[src/rtl/display_pkg.sv]
// Shared types and constants for the 7-segment scan controller.
// Latency: n/a (types and constants only).
// Backpressure: n/a.
//
// Contents:
//   scan_state_t : scan FSM state (IDLE, BLANK, SHOW)
//   SEG_OFF      : active-low segment pattern with every segment dark
//   ANODE_OFF    : all-ones anode vector; slice [NDIG-1:0] for NDIG <= ANODE_MAX
package display_pkg;

    typedef enum logic [1:0] {
        IDLE  = 2'd0,
        BLANK = 2'd1,
        SHOW  = 2'd2
    } scan_state_t;

    localparam logic [6:0] SEG_OFF = 7'h7F;

    localparam int ANODE_MAX = 32;
    localparam logic [ANODE_MAX-1:0] ANODE_OFF = '1;

endpackage

[src/rtl/decoder7.sv]
// Hex nibble to active-low 7-segment pattern, bit order {g,f,e,d,c,b,a}.
// Latency: combinational.
// Backpressure: none.
//
// Ports:
//   i_hex : 4-bit value to display
//   o_seg : active-low segment pattern, o_seg[0] = segment a
module decoder7 (
    input  logic [3:0] i_hex,
    output logic [6:0] o_seg
);

    always_comb begin
        o_seg = 7'h7F;
        case (i_hex)
            4'h0: o_seg = 7'h40;
            4'h1: o_seg = 7'h79;
            4'h2: o_seg = 7'h24;
            4'h3: o_seg = 7'h30;
            4'h4: o_seg = 7'h19;
            4'h5: o_seg = 7'h12;
            4'h6: o_seg = 7'h02;
            4'h7: o_seg = 7'h78;
            4'h8: o_seg = 7'h00;
            4'h9: o_seg = 7'h10;
            4'hA: o_seg = 7'h08;
            4'hB: o_seg = 7'h03;
            4'hC: o_seg = 7'h46;
            4'hD: o_seg = 7'h21;
            4'hE: o_seg = 7'h06;
            4'hF: o_seg = 7'h0E;
            default: o_seg = 7'h7F;
        endcase
    end

endmodule

[src/rtl/display_scan_ctrl.sv]
// Time-multiplexed scan of NDIG common-anode 7-segment digits with guard blanking.
// Latency: first anode lights BLANK_CYC cycles after the edge that samples enable=1.
// Backpressure: in_ready low while a digit is lit (SHOW); loads land only in IDLE/BLANK.
//
// Optional build macro: LEAD_ZERO_BLANK_EN -- blank leading zero digits (digit 0 always shown).
//
// Ports:
//   clk, reset     : rising-edge clock, synchronous active-high reset
//   enable         : 1 = scan, 0 = display dark (returns to IDLE next edge)
//   in_valid/ready : digit buffer load handshake
//   in_data        : NDIG hex digits, digit k = in_data[4k+3:4k], digit 0 rightmost
//   in_dp          : decimal points, active-high, bit k for digit k
//   seg, dp        : registered active-low segment bus and decimal point
//   an             : registered active-low anode enables (one-hot-low or all ones)
//   digit_idx      : index of the currently selected digit
module display_scan_ctrl
    import display_pkg::*;
#(
    parameter  int NDIG      = 4,
    parameter  int DIV       = 50000,
    parameter  int BLANK_CYC = 2,
    localparam int IW        = (NDIG > 1) ? $clog2(NDIG) : 1,
    localparam int CW        = $clog2(DIV)
) (
    input  logic              clk,
    input  logic              reset,
    input  logic              enable,
    input  logic              in_valid,
    output logic              in_ready,
    input  logic [4*NDIG-1:0] in_data,
    input  logic [NDIG-1:0]   in_dp,
    output logic [6:0]        seg,
    output logic              dp,
    output logic [NDIG-1:0]   an,
    output logic [IW-1:0]     digit_idx
);

    localparam logic [CW-1:0]   BLANK_LAST = CW'(BLANK_CYC - 1);
    localparam logic [CW-1:0]   SHOW_LAST  = CW'(DIV - BLANK_CYC - 1);
    localparam logic [IW-1:0]   IDX_LAST   = IW'(NDIG - 1);
    localparam logic [NDIG-1:0] AN_OFF     = ANODE_OFF[NDIG-1:0];

    scan_state_t       r_state;
    logic [CW-1:0]     r_cnt;
    logic [IW-1:0]     r_idx;
    logic [4*NDIG-1:0] r_buf;
    logic [NDIG-1:0]   r_dp_buf;
    logic [6:0]        r_seg;
    logic              r_dp;
    logic [NDIG-1:0]   r_an;

    logic              w_load;
    logic [4*NDIG-1:0] w_buf_nxt;
    logic [NDIG-1:0]   w_dp_nxt;
    logic [3:0]        w_nib;
    logic              w_dp_sel;
    logic              w_lead_blank;
    logic [6:0]        w_dec_seg;

    // Ready is withheld in SHOW so the lit digit can never change under its anode.
    assign in_ready = ~reset & (r_state != SHOW);
    assign w_load   = in_valid & in_ready;

    // Decode from the post-load buffer so a load on the BLANK->SHOW edge is
    // what the upcoming SHOW displays.
    assign w_buf_nxt = w_load ? in_data : r_buf;
    assign w_dp_nxt  = w_load ? in_dp   : r_dp_buf;

    always_comb begin
        w_nib    = 4'h0;
        w_dp_sel = 1'b0;
        for (int k = 0; k < NDIG; k++) begin
            if (r_idx == IW'(k)) begin
                w_nib    = w_buf_nxt[4*k +: 4];
                w_dp_sel = w_dp_nxt[k];
            end
        end
    end

`ifdef LEAD_ZERO_BLANK_EN
    // Digit is a leading zero when it and every higher digit are zero.
    assign w_lead_blank = (r_idx != '0) && ((w_buf_nxt >> {r_idx, 2'b00}) == '0);
`else
    assign w_lead_blank = 1'b0;
`endif

    decoder7 u_decoder7 (
        .i_hex (w_nib),
        .o_seg (w_dec_seg)
    );

    always_ff @(posedge clk) begin
        if (reset) begin
            r_state  <= IDLE;
            r_cnt    <= '0;
            r_idx    <= '0;
            r_buf    <= '0;
            r_dp_buf <= '0;
            r_seg    <= SEG_OFF;
            r_dp     <= 1'b1;
            r_an     <= AN_OFF;
        end else begin
            if (w_load) begin
                r_buf    <= in_data;
                r_dp_buf <= in_dp;
            end

            if (!enable) begin
                r_state <= IDLE;
                r_cnt   <= '0;
                r_idx   <= '0;
                r_seg   <= SEG_OFF;
                r_dp    <= 1'b1;
                r_an    <= AN_OFF;
            end else begin
                case (r_state)
                    IDLE: begin
                        r_state <= BLANK;
                        r_cnt   <= '0;
                        r_idx   <= '0;
                    end
                    BLANK: begin
                        // Pattern is refreshed every guard cycle while anodes are off.
                        r_seg <= w_lead_blank ? SEG_OFF : w_dec_seg;
                        r_dp  <= ~w_dp_sel;
                        if (r_cnt == BLANK_LAST) begin
                            r_state <= SHOW;
                            r_cnt   <= '0;
                            r_an    <= ~(NDIG'(1) << r_idx);
                        end else begin
                            r_cnt <= r_cnt + CW'(1);
                        end
                    end
                    SHOW: begin
                        if (r_cnt == SHOW_LAST) begin
                            r_state <= BLANK;
                            r_cnt   <= '0;
                            r_an    <= AN_OFF;
                            r_idx   <= (r_idx == IDX_LAST) ? '0 : r_idx + IW'(1);
                        end else begin
                            r_cnt <= r_cnt + CW'(1);
                        end
                    end
                    default: begin
                        r_state <= IDLE;
                        r_cnt   <= '0;
                        r_an    <= AN_OFF;
                    end
                endcase
            end
        end
    end

    assign seg       = r_seg;
    assign dp        = r_dp;
    assign an        = r_an;
    assign digit_idx = r_idx;

endmodule

[config.mk]
export PLATFORM = sky130hd
export DESIGN_NAME = display_scan_ctrl
export DESIGN_NICKNAME = d
export VERILOG_FILES = /design/src/rtl/display_pkg.sv /design/src/rtl/decoder7.sv /design/src/rtl/display_scan_ctrl.sv
export SDC_FILE = /design/constraint.sdc
export NUM_CORES = 1
export LEC_CHECK = 0
export ABC_AREA = 1
export CORE_MARGIN = 2
export CORE_UTILIZATION = 56
export CTS_BUF_LIST = sky130_fd_sc_hd__clkbuf_4
export DETAILED_ROUTE_END_ITERATION = 7
export GPL_ROUTABILITY_DRIVEN = 0
export MAX_ROUTING_LAYER = met4
export PLACE_DENSITY = 0.92
export SETUP_SLACK_MARGIN = 0.3
export SYNTH_ARGS = -nofsm -noshare
export SYNTH_HDL_FRONTEND = slang
export SYNTH_HIERARCHICAL = 1
export SYNTH_SLANG_ARGS = --single-unit
[constraint.sdc]
create_clock -name clk -period 2.8 [get_ports clk]
set_clock_uncertainty 0.1 [all_clocks]
set_input_delay 0.28 -clock clk [delete_from_list [all_inputs] [get_ports clk]]
set_output_delay 0.28 -clock clk [all_outputs]
set_load 0.05 [all_outputs]
==> flow_summary.toml, run 1 <==
[status]
outcome = "finished, final reports clean"

[synthesis]
synth_edf_count = 0
ys_types = 35
synth_top_family_by_area = "simple AND/OR/NAND/NOR gates"
ys_ff_latch = 52
netlist_instances = 425
synth-xor-area-share_pct = 3.27
yosysWarnings = 6
async_flop_share_pct = 0
synth_adder_area_share_pct = 7.21
avgSynthCellArea_um2 = 6.94
synth-main-ff-cell = "dfxtp_1"
syn-cell-area_um2 = 2950
synth_nets = 466
synth_compound_area_share_pct = 9.21
synthSimpleGateAreaFrac_pct = 34.5
ys_seq_area_share_pct = 35.3
synthMuxAreaShare_pct = 0.339

[clocking]
cts.sinks = 52
path_clk_slew_ns = 0.14
cts_root_buf = "clkbuf_4"
ctsHoldBuffers = 0
worstSkewPairLatency_ns = 0.38
clockBufferDepth = 2
htree_levels = 2
cts_tree = "yes"
cts_made_buffers = 5

[critical_path]
crit_fanout = 7
critPathKind = "reg2reg"
crit_slowest_cell = "dfxtp_2"
cp-start-kind = "flop"
path_cells = "inv_2, ha_4, nor2_4, nand2_8, buf_8, o211ai_1, nand2_1, nand2_1, a21oi_4, buf_6, ha_4, inv_4, nand2_1, nand3_1, nand2_1, nand2_1, nand3_1"
cp.required_ns = 2.96
arrival_ns = 2.79
cpMostUsedCell = "nand2_1"
slowest_delay_ns = 0.39
end_kind = "flop"

[floorplan]
dieArea_um2 = 5860
initial_utilization_pct = 57.7
row_count = 26
io_pins = 39
die_w_um = 76.6
die-height_um = 76.6
core-area_um2 = 5110

[drt]
post_drt_wl_per_cell_um = 14.3
ant_nets = 0
dr.pass1.iters = 6
wirelength_um = 7870
wl_met1_um = 3250
drtIter0Drc = 427
met3_length_um = 552
wl_met2_um = 3800
vias = 3062
top_layer_used = "met4"
routed_via_density = 5.57
drc = 0

[cells_and_area]
layout_common_cells = "103 x nand2_1, 50 x dfxtp_1, 48 x nor2_1, 47 x inv_1, 37 x clkdlybuf4s50_1"
final_common_cell = "nand2_1"
area_growth_pct = 26.5
final_nets = 520
num_antenna_cells = 0
final_layout_size_suffix_gt1_share_pct = 16.9

[power_and_ir_drop]
powerDensity_nw_per_um2 = 421
ir_drop_uv = 313
p_leak_uw = 0.00160

[placed_design]
hpwl_um = 4960
portBuffers = 38

[grt]
overflow = 0
antenna_found_initial = 0
grt_usage_pct = 24.0
grt_pass1_vias = 2643
grt_max_degree = 33
grt_pass1_wl_um = 11500

[timing]
rsz0062_at_grt = "yes"
min_period_ns = 2.62
whs_ns = 0.374
hold_viol = 0
tightest_slew_ns = 0.543
slew_violations = 0
finalSetupViolCount = 0
slew_headroom_pct = 63.8
fin_crit_sh_pct = 93.7
fmax_mhz = 381
setup_tns_ns = 0

[job]
drv_cap = 0

[min_path]
hold_path.class = "reg2reg"
==> registers in the layout (all words and copies together) (netlist names) <==
signal,flops
r_dp_buf,4
seg,7
r_buf,16
r_state,2
dp,1
r_cnt,16
an,4
digit_idx,2
==> logic make-up (layout without fill, tap and decap cells) <==
kind of cell	Yosys count	count (layout)
compound gates	46	46
xor+xnor	11	11
fa+ha+maj	17	17
buf+inv	69	122
flops	52	52
mux	1	1
simple gates	229	231
==> layer usage <==
metal	vias to the layer above	global-route usage (%)
met5	-	-
met1	1389	29.6
met3	37	3.79
met2	184	40.6
met4	0	6.91
li1	1452	-
==> worst max-delay path: cells and delay by family, from the launching register on <==
family / cells / cell delay (ns)
and+or+nand+nor: 9 / 0.96
buffers and inverters: 4 / 0.41
DFF: 1 / 0.39
adders and majority gates: 2 / 0.32
AOI/OAI and AO/OA: 2 / 0.32
==> what timing repair did <==
| action | in CTS | in global routing |
|---|---|---|
| gates resized for setup | 1 | 39 |
| endpoints found under the setup margin | 7 | 7 |
| gates cloned | 0 | 2 |
| buffers inserted | 0 | 12 |
| pin swaps | 0 | 15 |
| endpoints found under the hold margin | 0 | 0 |
==> worst paths after layout <==
| check | slack [ns] | from | endpoint | depth (start not counted) |
|---|---|---|---|---|
| max | 0.18 | r_state[0]$_SDFFE_PP0P_ | seg[0]$_SDFFE_PP1P_ | 17 |
| min | 0.37 | an[1]$_SDFFE_PP1P_ | an[1]$_SDFFE_PP1P_ | 2 |
| max reg2reg | 0.18 | r_state[0]$_SDFFE_PP0P_ | seg[0]$_SDFFE_PP1P_ | 17 |
| min reg2reg | 0.37 | an[1]$_SDFFE_PP1P_ | an[1]$_SDFFE_PP1P_ | 2 |
==> metrics by stage <==
step,setup WS (ns),utilization (%),cell area [um^2],power [uW],instances
floorplan,0.313,-,3000,1040,425
global placement,0.176,67.1,3430,1130,528
detailed placement,0.0990,67.1,3430,1140,528
CTS,0.311,68.3,3490,1480,536
global route,0.0984,73.0,3730,1650,550
finish,0.176,73.0,3730,1570,550
==> power by group <==
group / leakage (uW) / switching, uW / total [uW] / internal (uW)
logic: 0.00114 / 267 / 444 / 177
registers: 0.000425 / 12.5 / 781 / 769
clock network: 0.0000338 / 228 / 344 / 117
total: 0.00160 / 507 / 1570 / 1060
==> synth_stat cells (3+ instances only) <==
library cell | count | share of area (%)
nand3_1 | 33 | 5.6
dfxtp_1 | 52 | 35
nor2_2 | 8 | 1.7
nand2_2 | 3 | 0.64
nor2_1 | 49 | 6.2
o211ai_1 | 9 | 2.3
nor2_4 | 4 | 1.5
a21oi_1 | 12 | 2.0
xor2_1 | 9 | 2.7
inv_1 | 53 | 6.7
o21ai_1 | 4 | 0.68
nand2_4 | 3 | 1.1
clkbuf_1 | 4 | 0.51
nor3_1 | 5 | 0.85
ha_1 | 17 | 7.2
o21ai_0 | 17 | 2.9
nand2_1 | 112 | 14
nand4_1 | 9 | 1.9
==> layout make-up <==
cell class              instances  area [um^2]
flip-flops and latches         52         1040
fillers                       356         1380
inverters                      58          233
clock buffers                   7         52.6
clock inverters                 1         3.75
repair buffers                 56          539
multi-input cells             306         1770
well taps                      70         87.6
Note: power is estimated with default switching activity, not from simulation.
==> run 2: changes to the inputs <==
ABC_AREA = unset   (was 1)
HOLD_SLACK_MARGIN = 0.03   (was unset)
PLACE_DENSITY = 0.93   (was 0.92)
==> run 2 against run 1 <==
Compared with the run above:
- the run now ends with setup timing left
- sequential power fell by 1%
- setup slack got worse by 0.47 ns
- cell count shrank 22%
- routed wire length up 3.6%
- synthesized cell count shrank 34%
- synthesized area decreased by 6.2%
- core utilization grew 6.6 points
- clock power increased by 25%
- die area shrank 5.9%
- sequential share of layout area is 0.30 points lower
- non-clock buffer count up 30
- global-route usage increased by 5.9 points
- largest cell class unchanged
- largest power group unchanged
- highest routed layer unchanged
==> flow_summary.toml, run 2 <==
[status]
outcome = "complete, but fails checks"
violations = "setup timing"

[floorplan]
io_pins = 39
initial_utilization_pct = 58.2
core-area_um2 = 4750
die-height_um = 74.3
dieArea_um2 = 5520
row_count = 25
die_w_um = 74.3

[power_and_ir_drop]
totalPowerFinal_uw = 1560
p_leak_uw = 0.00147
powerDensity_nw_per_um2 = 414
p_seq_share_pct = 49.2
ir_drop_uv = 282
p_int_uw = 1140
netSwitchingFraction_pct = 27.3
power_frac_comb_pct = 23.3
switchingPower_uw = 427
power.share.clock_pct = 27.5

[timing]
whs_ns = 0.409
min_period_ns = 3.09
tightest_slew_ns = 0.586
finalSetupViolCount = 7
hold_viol = 0
slew_headroom_pct = 60.8
fmax_mhz = 323
fin_crit_sh_pct = 110
rsz0062_at_grt = "yes"
fin_ws_ns = -0.294
slew_violations = 0

[cells_and_area]
register_area_um2 = 1050
area_growth_pct = 36.8
layout_common_cells = "49 x dfxtp_1, 39 x buf_4, 37 x clkdlybuf4s50_1, 23 x mux2i_1, 22 x nor2_1"
multi_input_area_um2 = 1720
final_nets = 403
final_common_cell = "dfxtp_1"
n_fill_cell = 264
final_layout_size_suffix_gt1_share_pct = 29.8
finalNonFillerCells = 430
num_antenna_cells = 0
fin_util_pct = 79.6

[placed_design]
hpwl_um = 4760
post-place-cells = 400
dp_slack_ns = -0.457
portBuffers = 38

[clocking]
clockBufferDepth = 2
cts_made_buffers = 5
cts_root_buf = "clkbuf_4"
path_clk_slew_ns = 0.16
worstSkewPairLatency_ns = 0.38
htree_levels = 2
cts.sinks = 52
cts_tree = "yes"

[critical_path]
cp.required_ns = 3.00
arrival_ns = 3.29
cp-start-kind = "flop"
critPathKind = "reg2reg"
end_kind = "flop"
crit_fanout = 5
reg2reg_depth = 13

[drt]
ant_nets = 0
post_drt_wl_per_cell_um = 19.0
dr.pass1.iters = 5
routed_via_density = 5.81
drtIter0Drc = 227
drc = 0
vias = 2499
wirelength_um = 8160

[grt]
grt_max_degree = 26
grt_usage_pct = 29.9
overflow = 0
grt_pass1_vias = 2463
grt_pass1_wl_um = 12000
antenna_found_initial = 0

[synthesis]
avgSynthCellArea_um2 = 9.81
ys_types = 52
ys_seq_area_share_pct = 37.6
synth.most_common_cell = "dfxtp_1"
synth_nets = 323
synth_area_leaders = "dfxtp_1 38%, mux2i_1 8.7%, ha_1 7.7%"
synth_edf_count = 0
synth_top_area_share_pct = 37.6
async_flop_share_pct = 0
netlist_instances = 282
yosysWarnings = 6
synth-main-ff-cell = "dfxtp_1"
ys_ff_latch = 52
syn-cell-area_um2 = 2770
yosysTopAreaCell = "dfxtp_1"
netlist_top_cells_count = "52 x dfxtp_1, 25 x nor2_1, 24 x mux2i_1, 17 x ha_1, 16 x inv_1"

[job]
drv_cap = 0

[min_path]
hold_path.class = "reg2reg"
whs_path_depth = 2
## run 2: cell types whose count changed after synthesis, moves of 6 or more
cell,before,now
and3_1,1,7
nand4_1,9,3
nor2b_1,0,12
inv_1,53,16
nand2_1,112,14
o211ai_1,9,0
nor2_1,49,25
mux2i_1,1,24
nand3_1,33,11
o21ai_0,17,4
## run 2: area by class of cell
class | count | share of cell area (%)
multi-input cells | 201 | 45.5
flip-flops and latches | 52 | 27.7
repair buffers | 86 | 20.8
well taps | 67 | 2.22
inverters | 16 | 1.65
clock inverters | 3 | 1.09
clock buffers | 5 | 0.992
## run 2: worst paths after layout
path                           startpoint                  end  slack [ns]
hold reg to reg       seg[5]$_SDFFE_PP1P_  seg[5]$_SDFFE_PP1P_        0.41
setup / recovery  r_state[0]$_SDFFE_PP0P_  seg[3]$_SDFFE_PP1P_       -0.29
hold / removal        seg[5]$_SDFFE_PP1P_  seg[5]$_SDFFE_PP1P_        0.41
setup reg to reg  r_state[0]$_SDFFE_PP0P_  seg[3]$_SDFFE_PP1P_       -0.29
## run 2: stage by stage
stage / cell area [um^2] / TNS (ns)
4_1_cts: 3710 / -0.304
2_1_floorplan: 2790 / -1.12
6_report: 3780 / -1.28
3_3_place_gp: 3360 / -1.72
3_5_place_dp: 3360 / -2.57
5_1_grt: 3780 / -2.12
## run 2: cell families (layout without fill, tap and decap cells)
kind of cell | after synthesis | count (layout) | share of synthesized area, %
buffers and inverters | 29 | 110 | 4.98
XOR/XNOR | 11 | 11 | 3.48
adder cells (fa/ha/maj) | 17 | 17 | 7.69
multiplexers | 34 | 34 | 13.4
AND/OR/NAND/NOR | 104 | 104 | 22.3
flip-flops | 52 | 52 | 37.6
AO/OA/AOI/OAI | 35 | 35 | 10.4
## run 2: metal layers
layer / vias up / GRT usage (%) / share of wire [%]
li1: 1158 / - / -
met1: 1182 / 34.2 / 39
met2: 129 / 50.4 / 51
met3: 30 / 7.05 / 6.0
met4: 0 / 12.3 / 3.9
met5: - / - / 0
## run 2: power by group through the flow
stage | clock network, uW | logic (uW) | registers, uW
3_5_place_dp | 0 | 267 | 784
2_1_floorplan | 0 | 155 | 797
3_3_place_gp | 0 | 259 | 783
5_1_grt | 461 | 384 | 771
4_1_cts | 433 | 325 | 769
6_report | 431 | 364 | 770
## run 2: critical path, cell delays in order, from the launching register on
cell and delay [ns]:
dfxtp_2 0.37, inv_2 0.05, ha_4 0.17, nor3b_4 0.19, buf_6 0.16, mux2_4 0.17
a22oi_2 0.09, a222oi_1 0.50, inv_1 0.21, ha_4 0.31, inv_2 0.03, mux4_2 0.44
mux2i_1 0.17, nand2_1 0.06
## run 2: timing repair
action,4_1_cts,5_1_grt
cloned,1,0
setup buffers,16,5
resized for setup,36,9
hold buffers,0,0
pin swaps,14,9
setup endpoints to repair,7,7
